--- config.mk ---
export PLATFORM = sky130hd
export DESIGN_NAME = approx_mul_pipe
export DESIGN_NICKNAME = d
export VERILOG_FILES = /design/src/rtl/approx_mul_pipe.sv
export SDC_FILE = /design/constraint.sdc
export NUM_CORES = 1
export LEC_CHECK = 0
export ABC_CLOCK_PERIOD_IN_PS = 31700
export CAP_MARGIN = 25
export CELL_PAD_IN_SITES_DETAIL_PLACEMENT = 0
export CELL_PAD_IN_SITES_GLOBAL_PLACEMENT = 1
export CORE_MARGIN = 1
export CORE_UTILIZATION = 51
export DETAILED_ROUTE_END_ITERATION = 8
export PLACE_DENSITY_LB_ADDON = 0.05
export SLEW_MARGIN = 10
export SYNTH_ARGS = -nofsm -noshare
export SYNTH_HDL_FRONTEND = slang
export SYNTH_SLANG_ARGS = --single-unit
--- constraint.sdc ---
create_clock -name clk -period 31.7 [get_ports clk]
set_input_delay 9.51 -clock clk [delete_from_list [all_inputs] [get_ports clk]]
set_output_delay 9.51 -clock clk [all_outputs]
set_load 0.01 [all_outputs]
--- src/rtl/approx_mul_pipe.sv ---
// approx_mul_pipe: 3-stage pipelined unsigned multiplier with a selectable
// approximate mode and error statistics.
//
// In approximate mode, the low APPROX_COLS product columns are formed by
// OR-ing their partial products, with no carry out of those columns. The
// remaining columns are summed exactly. Every result carries its absolute
// error against the exact product. Delivered results update a saturating
// mismatch counter and a running maximum error.
//
// Ports
//   clk        in   single clock, rising edge
//   rst        in   synchronous active-high reset
//   in_valid   in   operand transaction offered
//   in_ready   out  transaction accepted this cycle (0 while rst = 1)
//   in_a       in   WIDTH-bit unsigned multiplicand
//   in_b       in   WIDTH-bit unsigned multiplier
//   in_mode    in   0 = exact, 1 = approximate
//   out_valid  out  result available
//   out_ready  in   downstream accepts the result
//   out_p      out  2*WIDTH-bit product in the transaction's mode
//   out_mode   out  mode of the transaction on out_p
//   out_err    out  |out_p - a*b|; 0 in exact mode
//   stats_clr  in   clear err_cnt/err_max; a same-cycle delivery is not counted
//   err_cnt    out  saturating count of delivered results with out_err != 0
//   err_max    out  largest out_err delivered since the last clear
module approx_mul_pipe #(
    parameter int unsigned WIDTH       = 8,
    parameter int unsigned APPROX_COLS = 4,
    parameter int unsigned CNT_W       = 16
) (
    input  logic                 clk,
    input  logic                 rst,
    input  logic                 in_valid,
    output logic                 in_ready,
    input  logic [WIDTH-1:0]     in_a,
    input  logic [WIDTH-1:0]     in_b,
    input  logic                 in_mode,
    output logic                 out_valid,
    input  logic                 out_ready,
    output logic [2*WIDTH-1:0]   out_p,
    output logic                 out_mode,
    output logic [2*WIDTH-1:0]   out_err,
    input  logic                 stats_clr,
    output logic [CNT_W-1:0]     err_cnt,
    output logic [2*WIDTH-1:0]   err_max
);

    localparam int unsigned PW = 2 * WIDTH;
    localparam logic [CNT_W-1:0] CntMax = {CNT_W{1'b1}};

    // Stage 1: operands and mode
    logic             s1_valid_q;
    logic [WIDTH-1:0] s1_a_q;
    logic [WIDTH-1:0] s1_b_q;
    logic             s1_mode_q;

    // Stage 2: exact and approximate products
    logic             s2_valid_q;
    logic [PW-1:0]    s2_exact_q;
    logic [PW-1:0]    s2_approx_q;
    logic             s2_mode_q;

    // Stage 3: output registers
    logic             out_valid_q;
    logic [PW-1:0]    out_p_q;
    logic             out_mode_q;
    logic [PW-1:0]    out_err_q;

    // Statistics
    logic [CNT_W-1:0] err_cnt_q;
    logic [PW-1:0]    err_max_q;

    logic             en;
    logic             deliver;
    logic [PW-1:0]    exact_prod;
    logic [PW-1:0]    approx_hi;
    logic [PW-1:0]    approx_lo;
    logic [PW-1:0]    col_bit;
    logic [PW-1:0]    approx_prod;
    logic [PW-1:0]    s3_p;
    logic [PW-1:0]    s3_err;

    // Whole pipeline advances together; bubbles are carried, not collapsed.
    assign en       = !out_valid_q || out_ready;
    assign in_ready = en && !rst;
    assign deliver  = out_valid_q && out_ready;

    // S1 -> S2 reduction
    always_comb begin
        exact_prod = PW'(s1_a_q) * PW'(s1_b_q);
        approx_hi  = '0;
        approx_lo  = '0;
        col_bit    = '0;
        for (int i = 0; i < int'(WIDTH); i++) begin
            for (int j = 0; j < int'(WIDTH); j++) begin
                col_bit = PW'(1) << (i + j);
                if (s1_a_q[i] && s1_b_q[j]) begin
                    if ((i + j) >= int'(APPROX_COLS)) begin
                        approx_hi = approx_hi + col_bit;
                    end else begin
                        // Low columns: OR only, so nothing carries upward.
                        approx_lo = approx_lo | col_bit;
                    end
                end
            end
        end
        // Low columns sit entirely below the lowest bit of approx_hi.
        approx_prod = approx_hi | approx_lo;
    end

    // S2 -> S3 selection and error
    always_comb begin
        s3_p = s2_mode_q ? s2_approx_q : s2_exact_q;
        if (s3_p >= s2_exact_q) begin
            s3_err = s3_p - s2_exact_q;
        end else begin
            s3_err = s2_exact_q - s3_p;
        end
    end

    always_ff @(posedge clk) begin
        if (rst) begin
            s1_valid_q  <= 1'b0;
            s1_a_q      <= '0;
            s1_b_q      <= '0;
            s1_mode_q   <= 1'b0;
            s2_valid_q  <= 1'b0;
            s2_exact_q  <= '0;
            s2_approx_q <= '0;
            s2_mode_q   <= 1'b0;
            out_valid_q <= 1'b0;
            out_p_q     <= '0;
            out_mode_q  <= 1'b0;
            out_err_q   <= '0;
        end else if (en) begin
            s1_valid_q <= in_valid;
            if (in_valid) begin
                s1_a_q    <= in_a;
                s1_b_q    <= in_b;
                s1_mode_q <= in_mode;
            end
            s2_valid_q <= s1_valid_q;
            if (s1_valid_q) begin
                s2_exact_q  <= exact_prod;
                s2_approx_q <= approx_prod;
                s2_mode_q   <= s1_mode_q;
            end
            out_valid_q <= s2_valid_q;
            if (s2_valid_q) begin
                out_p_q    <= s3_p;
                out_mode_q <= s2_mode_q;
                out_err_q  <= s3_err;
            end
        end
    end

    always_ff @(posedge clk) begin
        if (rst || stats_clr) begin
            err_cnt_q <= '0;
            err_max_q <= '0;
        end else if (deliver) begin
            if ((out_err_q != '0) && (err_cnt_q != CntMax)) begin
                err_cnt_q <= err_cnt_q + CNT_W'(1);
            end
            if (out_err_q > err_max_q) begin
                err_max_q <= out_err_q;
            end
        end
    end

    assign out_valid = out_valid_q;
    assign out_p     = out_p_q;
    assign out_mode  = out_mode_q;
    assign out_err   = out_err_q;
    assign err_cnt   = err_cnt_q;
    assign err_max   = err_max_q;

endmodule

* After elaboration in Yosys (flattened, before gate mapping) *
Index checks and enable logic that the tools add are counted.

storage, ports and cells
  output and inout bits = 67
  bits in registers = 118

operators by class
  eq/ne operators = 1
  $mul = 1
  reduce and logical (&&, ||, !) cells = 77
  add/sub/neg operators = 56
  bitwise gates (word level) = 1
  mux-type cells = 66
  $lt $le $gt $ge = 2

operators with widths
  operator                                        number
  2-to-1 mux 16 bit                               55
  adder 16 x 8 -> 16 bit, second input constant   8
  adder 16 x 7 -> 16 bit, second input constant   7
  adder 16 x 9 -> 16 bit, second input constant   7
  adder 16 x 10 -> 16 bit, second input constant  6
  adder 16 x 6 -> 16 bit, second input constant   6
  adder 16 x 11 -> 16 bit, second input constant  5
  logical AND 1 bit                               67
  adder 16 x 12 -> 16 bit, second input constant  4
  adder 16 x 5 -> 16 bit, second input constant   4
  adder 16 x 13 -> 16 bit, second input constant  3
  adder 16 x 14 -> 16 bit, second input constant  2
  subtractor 16 bit                               2
  adder 16 x 1 -> 16 bit, second input constant   1
  adder 16 x 15 -> 16 bit, second input constant  1
  greater-or-equal comparator 16 bit              1
  greater-than comparator 16 bit                  1
  multiplier 8 x 8 -> 16 bit                      1
  2-to-1 mux 4 bit                                4
  != test 16 bit, second input constant           1
  OR 16 bit                                       1
  nonzero test 16 bit                             1
  AND reduction 2 bit                             5
  2-to-1 mux 3 bit                                3
  5 further kinds                                 8

* Logic depth before layout (Yosys ltp) *
  word-level depth = 109
  gate-level depth with buffers = 105

* Worst setup path after synthesis *
No wires, ideal clock.

  path kind = input-to-output
  start = input rst
  end = output in_ready
  data required time = 22.190 ns
  cell stages on the path = 4
  buffers on the path = 3
  setup slack = 11.768 ns
  data arrival time = 10.422 ns
  path through = clkbuf_1 -> clkbuf_1 -> buf_1 -> nor2_1

between the ends
  word-level cells in the longest chain between the ends = 2

ends and longest elaborated chain
  item               RTL line  text
  from (decl)        32        input logic rst,
  logical NOT 1 bit  85        assign in_ready = en && !rst;
  logical AND 1 bit  85
  to (decl)          34        output logic in_ready,

Every way passes these cells.

* Final worst setup path *
  start = register s1_a_q[0]
  end = register s2_approx_q[15]

between the ends
  word-level cells in the longest chain between the ends = 109

ends and longest elaborated chain
  item                     RTL line  text
  from (decl)              53        logic [WIDTH-1:0] s1_a_q;
  from (signal assigned)   138       s1_a_q <= in_a;
  logical AND 1 bit        97        if (s1_a_q[i] && s1_b_q[j]) begin
  2-to-1 mux 5 bit         97
  adder 16 x 6 -> 16 bit   99        approx_hi = approx_hi + col_bit;
  2-to-1 mux 16 bit        97
  adder 16 x 7 -> 16 bit   99
  2-to-1 mux 16 bit        97
  adder 16 x 8 -> 16 bit   99
  2-to-1 mux 16 bit *      97
  [93 not listed]          n/a
  2-to-1 mux 16 bit *      97
  adder 16 x 13 -> 16 bit  99
  2-to-1 mux 16 bit *      97
  adder 16 x 14 -> 16 bit  99
  2-to-1 mux 16 bit *      97
  adder 16 x 15 -> 16 bit  99
  2-to-1 mux 16 bit *      97
  OR 16 bit *              108       approx_prod = approx_hi | approx_lo;
  to (signal assigned)     145       s2_approx_q <= approx_prod;
  to (decl)                60        logic [PW-1:0] s2_approx_q;

Mark *: on every way between the ends. The rest lies on a longest branch, timed or not.
A chain may end at the register's enable or synchronous reset.

==> reports/results.ini <==
[layout]
area_growth_syn_to_layout_pct = 9.82
fin_area_sq_mm = 0.0198
nNetsFinal = 2594
drive_above_1_share_pct = 6.18
multi_input_area_sq_mm = 0.0146
diodes = 0
stdcell_count = 2866
seqCellArea_sq_mm = 0.00234
n_fill_cell = 3307

[synthesis]
syn_nets = 2576
synth.top_cell.area_share_pct = 13.0
syn_inst = 2380
synthTopCellsByArea = dfxtp_1 13%, ha_1 9.5%, nand2_1 6.8%, xnor2_1 6.7%, fa_1 4.2%
yosysSeqAreaShare_pct = 13.0
synth_enable_flop_cells = 0
async_flop_share_pct = 0
synth_area_leader_cell = dfxtp_1
avgSynthCellArea_sq_um = 7.56
ys_seq_elements = 117
syn_area_sq_mm = 0.0180
yosys_warnings = 0
ys_types = 120
ys.flop_type = dfxtp_1

[floorplan]
die_x_um = 190
initial_core_util_pct = 52.0
core_region_area_sq_mm = 0.0346
ios = 89
dieArea_sq_mm = 0.0360
fp-row-count = 68
die_h_um = 190

[timing]
rsz0062_at_grt = no
max_freq_mhz = 46.0
min_period_over_period_pct = 68.6
fin_crit_ns = 21.74
finalMaxSlewViolations = 0
setup_viol = 0
tightest_slew_ns = 1.02
fin_tns_setup_ns = 0
relSlewSlack_pct = 31.5
hold_slack_ns = 0.451
hold_violations = 0
finClkSkew_ns = 0.00922

[clock_tree]
cts_tree = yes
clockBufferDepth = 2
htree_num_levels = 4
ctsRootBufferMaster = clkbuf_16
cts_sinks = 117
cts_resized = 0
clk_pin_slew_ns = 0.05
cts_buffers = 17
clock_latency_ns = 0.43
cts_hold_buf = 0
post_cts_buffers = 0

[pwr]
vdd_drop_max_mv = 0.0443
power_density_mw_per_mm2 = 25.9
p_leak_nw = 8.40
total_power_mw = 0.512

[critical_path]
cp_slowest_cell = dfxtp_1
crit_path_end_kind = flop
path_class = flop to flop
cp_top_family = XOR/XNOR gates
path_buf_inv = 9
required_ns = 32.01
crit_path_max_incr_delay_ns = 0.73
crit_cells = 94
worst_setup_path_start_kind = flop
worstPathArrival_ns = 22.06
r2r_cells = 94
crit_fanout = 19

[global_routing]
gr-usage-all-layers_pct = 27.6
grt_pass1_vias = 15900
antenna_found_initial = 1
gr-total-overflow = 0
grt_pass1_wl_mm = 81.6
grt_start_max_net_pins = 80

[drt]
vias = 17100
drt_pass1_iterations = 5
drt_wl_total_mm = 49.6
drt-initial-drc-count = 1070
drc = 0
viasPerCell = 5.98
wire_per_inst_um = 17.3
ant_nets = 0

[job]
drv_cap = 0

[place]
gp_congestion = 0.867
port_buffers = 88
placed_cells = 2834
place_area_sq_mm = 0.0191
dpl.hpwl_mm = 39.4

[run_status]
status = finished clean

[min_path]
hold_path_depth = 2
hold_path.class = flop to flop

synth_stat cells (15+ instances only):
| cell | instances |
|---|---|
| nor2_1 | 163 |
| o22ai_1 | 16 |
| inv_1 | 162 |
| nand2b_1 | 25 |
| a31oi_1 | 26 |
| or2_2 | 15 |
| nand3_1 | 83 |
| nand2_1 | 328 |
| dfxtp_1 | 117 |
| o21bai_1 | 17 |
| nor4_1 | 25 |
| nor3_1 | 49 |
| fa_1 | 38 |
| a21oi_1 | 147 |
| and2_1 | 36 |
| o211ai_1 | 19 |
| xor2_1 | 51 |
| clkbuf_1 | 71 |
| xnor2_1 | 137 |
| mux2i_1 | 72 |
| nand4_1 | 37 |
| a21o_1 | 33 |
| and3_1 | 53 |
| buf_2 | 18 |
| a211oi_1 | 45 |
| or3_1 | 25 |
| ha_1 | 136 |
| o21ai_0 | 62 |
| nor2b_1 | 19 |
| xnor3_1 | 20 |
sequential cells by signal, indices dropped and copies added, names as in the netlist:
name,flops
err_cnt,16
err_max,16
out_err,16
out_p,16
s2_exact_q,16
s2_approx_q,15
s1_a_q,8
s1_b_q,8
out_mode,1
out_valid,1
s1_mode_q,1
s1_valid_q,1
s2_mode_q,1
s2_valid_q,1
worst paths after layout:
kind	start	endpoint	slack, ns
max reg2reg	s1_a_q[0]$_SDFFE_PP0P_	s2_approx_q[15]$_SDFFE_PP0P_	9.96
max	s1_a_q[0]$_SDFFE_PP0P_	s2_approx_q[15]$_SDFFE_PP0P_	9.96
min reg2reg	out_p[15]$_SDFFE_PP0P_	out_p[15]$_SDFFE_PP0P_	0.45
min	out_p[15]$_SDFFE_PP0P_	out_p[15]$_SDFFE_PP0P_	0.45
metrics by stage:
| step | util (%) | setup WS [ns] |
|---|---|---|
| after global routing | 57.1 | 8.08 |
| after floorplan | - | 11.77 |
| after CTS | 57.1 | 10.07 |
| after detailed placement | 55.2 | 10.22 |
| after global placement | 55.2 | 11.03 |
| final | 57.1 | 9.96 |
layer usage:
layer  vias up  wire length (um)  track usage [%]
met5         -                 0                0
met4         0              1080             7.94
met3        56              2120             2.97
met2       467             22400             45.3
met1      8030             24000             38.0
li1       8580                 -                -
kinds of logic (layout without fill, tap and decap cells):
logic type	count (synthesis)	in the layout	synth area share, %
AOI/OAI and AO/OA	555	555	22.3
and+or+nand+nor	930	930	25.6
xor gates and xnor gates	230	230	13.9
DFF	117	117	13.0
buffers and inverters	281	312	6.11
muxes	89	89	5.18
adders and majority gates	178	178	13.9
cell type report:
cell class                      instances  area share (%)
Multi-Input combinational cell       1982            73.7
Tap cell                              455            2.88
Timing Repair Buffer                   99            4.86
Clock inverter                          9           0.880
Inverter                              181            3.45
Sequential cell                       117            11.9
Clock buffer                           23            2.37
worst reg2reg max path: cells and delay by family, from the launching register on:
family | cells | cell delay (ns)
and+or+nand+nor | 27 | 5.62
adders and majority gates | 15 | 4.11
AOI/OAI and AO/OA | 17 | 3.80
buffers and inverters | 9 | 0.87
DFF | 1 | 0.73
xor gates and xnor gates | 26 | 6.58
power breakdown:
part           switching [mW]  internal (mW)  leakage (nW)  total (mW)
Combinational          0.0797         0.0592          7.14       0.139
Sequential            0.00955          0.153         0.951       0.162
Clock                  0.0675          0.143         0.315       0.211
Total                   0.157          0.355          8.40       0.512
cells in the final DEF, fill, tap and decap left out, drive strengths merged, types with 55 or more instances in the layout:
cell / n
nor2: 165
a21oi: 151
inv: 171
nand2: 331
o21ai: 74
dfxtp: 117
xnor2: 150
nand3: 83
clkdlybuf4s50: 87
xor2: 55
mux2i: 75
ha: 136
Power figures use the tool's default switching activity.
==> variant, RTL diff (same flow settings) <==
Put one more register stage on the output `err_max`, without a reset. The value now appears one clock later. The other outputs are not delayed to match. Comments in the files are not updated.
--- a/src/rtl/approx_mul_pipe.sv
+++ b/src/rtl/approx_mul_pipe.sv
@@ -173,7 +173,9 @@
     assign out_mode  = out_mode_q;
     assign out_err   = out_err_q;
     assign err_cnt   = err_cnt_q;
-    assign err_max   = err_max_q;
+    always_ff @(posedge clk) begin
+        err_max <= err_max_q;
+    end
 
 endmodule
 
Function: not settled (the Yosys comparison gave no result); the edit may change what the design does.
==> variant against the unedited design <==
Non-clock buffer count fell by 1. Sequential cell count rose by 16. Highest routed layer unchanged. First-iteration DRC count fell by 25%. Area after synthesis fell by 2.8%. Synthesized cell count fell by 5.1%. Worst setup slack improved by 0.16 ns. Total power rose by 2.2%. Sequential share of layout area rose by 1.9 points. Routed wire length fell by 7.0%. Utilization rose by 0.35 points. Critical path depth rose by 4. Clock skew fell by 0.0034 ns. Cell area fell by 2.3%. Combinational power fell by 4%.
==> variant: results (changes against the unedited design) <==
* Detail Placement HPWL at 36,600 um (-7.2%)
* Inverters at 180 (-0.55%)
* Reg2reg path depth at 98 (+4.3%)
* Max incr delay on CP at 0.64 ns (-0.09 ns)
* Syn_nets at 2,455 (-4.7%)
* FF+latch area at 2660 sq um (+14%)
* Netlist cell types at 125 (+4.2%)
* Final wirelength at 46,100 um (-7.0%)
* Vias in the first global route at 15,300 (-3.7%)
* FF+latch count, synth at 133 (+14%)
* Outcome: complete, no violations
* Antenna violations before repair at 0 (-1)
* Post-synth top cells: 296 x nand2_1, 174 x nor2_1, 166 x inv_1
* Hold Slack at 0.365 ns (-0.0868 ns)
* Well-Tap Cells at 448 (-1.5%)
* Setup slack, reg-to-reg at 10.12 ns (+0.16 ns)
* Tot GR Track Use at 0.265 (-0.0109)
* Buffers excl. clock at 98 (-1.0%)
* First-pass GRT wire length at 76,900 um (-5.8%)
* CP max FO at 16 (-3)
* Clock network fraction of design power at 0.399 (-0.013)
* Final Skew at 0.00586 ns (-0.00336 ns)
* DP Area at 18,700 sq um (-2.3%)
* Hold Startpoint: err_max_q[13]
* PortBufs at 88 (unchanged)
* Via count at 15,900 (-7.0%)
* Number of filler cells placed in the layout at 3,177 (-3.9%)
* Hold Path Depth at 0 (-2)
* Crit path DAT at 21.92 ns (-0.14 ns)
* Largest net degree at the start of global routing at 87 (+8.8%)
* Max_slew headroom at 0.335 (+0.0200)
* Seq/total area at 0.138 (+0.0194)
* Iter 0 DRT Violations at 803 (-25%)
* Leakage at 8.25 nW (-1.8%)
* Final-layout clock buffer total at 22 (-4.3%)
* Placed cell count at 2,719 (-4.1%)
* Fraction of area in multi-input gates at 0.716 (-0.0208)
* Multi-Input Combinational at 1,860 (-6.2%)
* Worst Hold End: err_max[13]
* Period utilization at 0.681 (-0.00511)
* Clk tree area frac at 0.0324 (-0.000133)
* Worst IR Drop VDD at 0.0577 mV (+30%)
* Register area share after synthesis at 0.152 (+0.0220)
* Internal power at 0.367 mW (+3.4%)
* Mapped Avg Cell Area at 7.75 sq um (+2.4%)
==> variant: changes by cell type after synthesis, moves of 10 or more <==
cell      change
nand2_1      -32
buf_2        -13
o22ai_1      -10
a21oi_1      -15
nor2_1       +11
mux2_2       +10
o211ai_1     -10
dfxtp_1      +16
and3_1       -14
==> variant: routing by layer <==
| layer | share of wire | routed length (um) | track usage | vias to the layer above |
|---|---|---|---|---|
| met3 | 0.033 | 1530 | 0.0221 | 44 |
| met2 | 0.47 | 21800 | 0.457 | 321 |
| met5 | 0 | 0 | 0 | - |
| met1 | 0.48 | 22000 | 0.355 | 7541 |
| met4 | 0.018 | 822 | 0.0709 | 0 |
| li1 | - | - | - | 8033 |
==> variant: logic make-up (layout without fill, tap and decap cells) <==
family,count (synthesis),in the layout,synth area share
multiplexers,103,103,0.0627
flip-flops,133,133,0.152
XOR/XNOR,233,233,0.146
AND/OR/NAND/NOR,868,868,0.244
AO/OA/AOI/OAI,481,481,0.196
buffers and inverters,266,309,0.0582
adder cells (fa/ha/maj),175,175,0.141
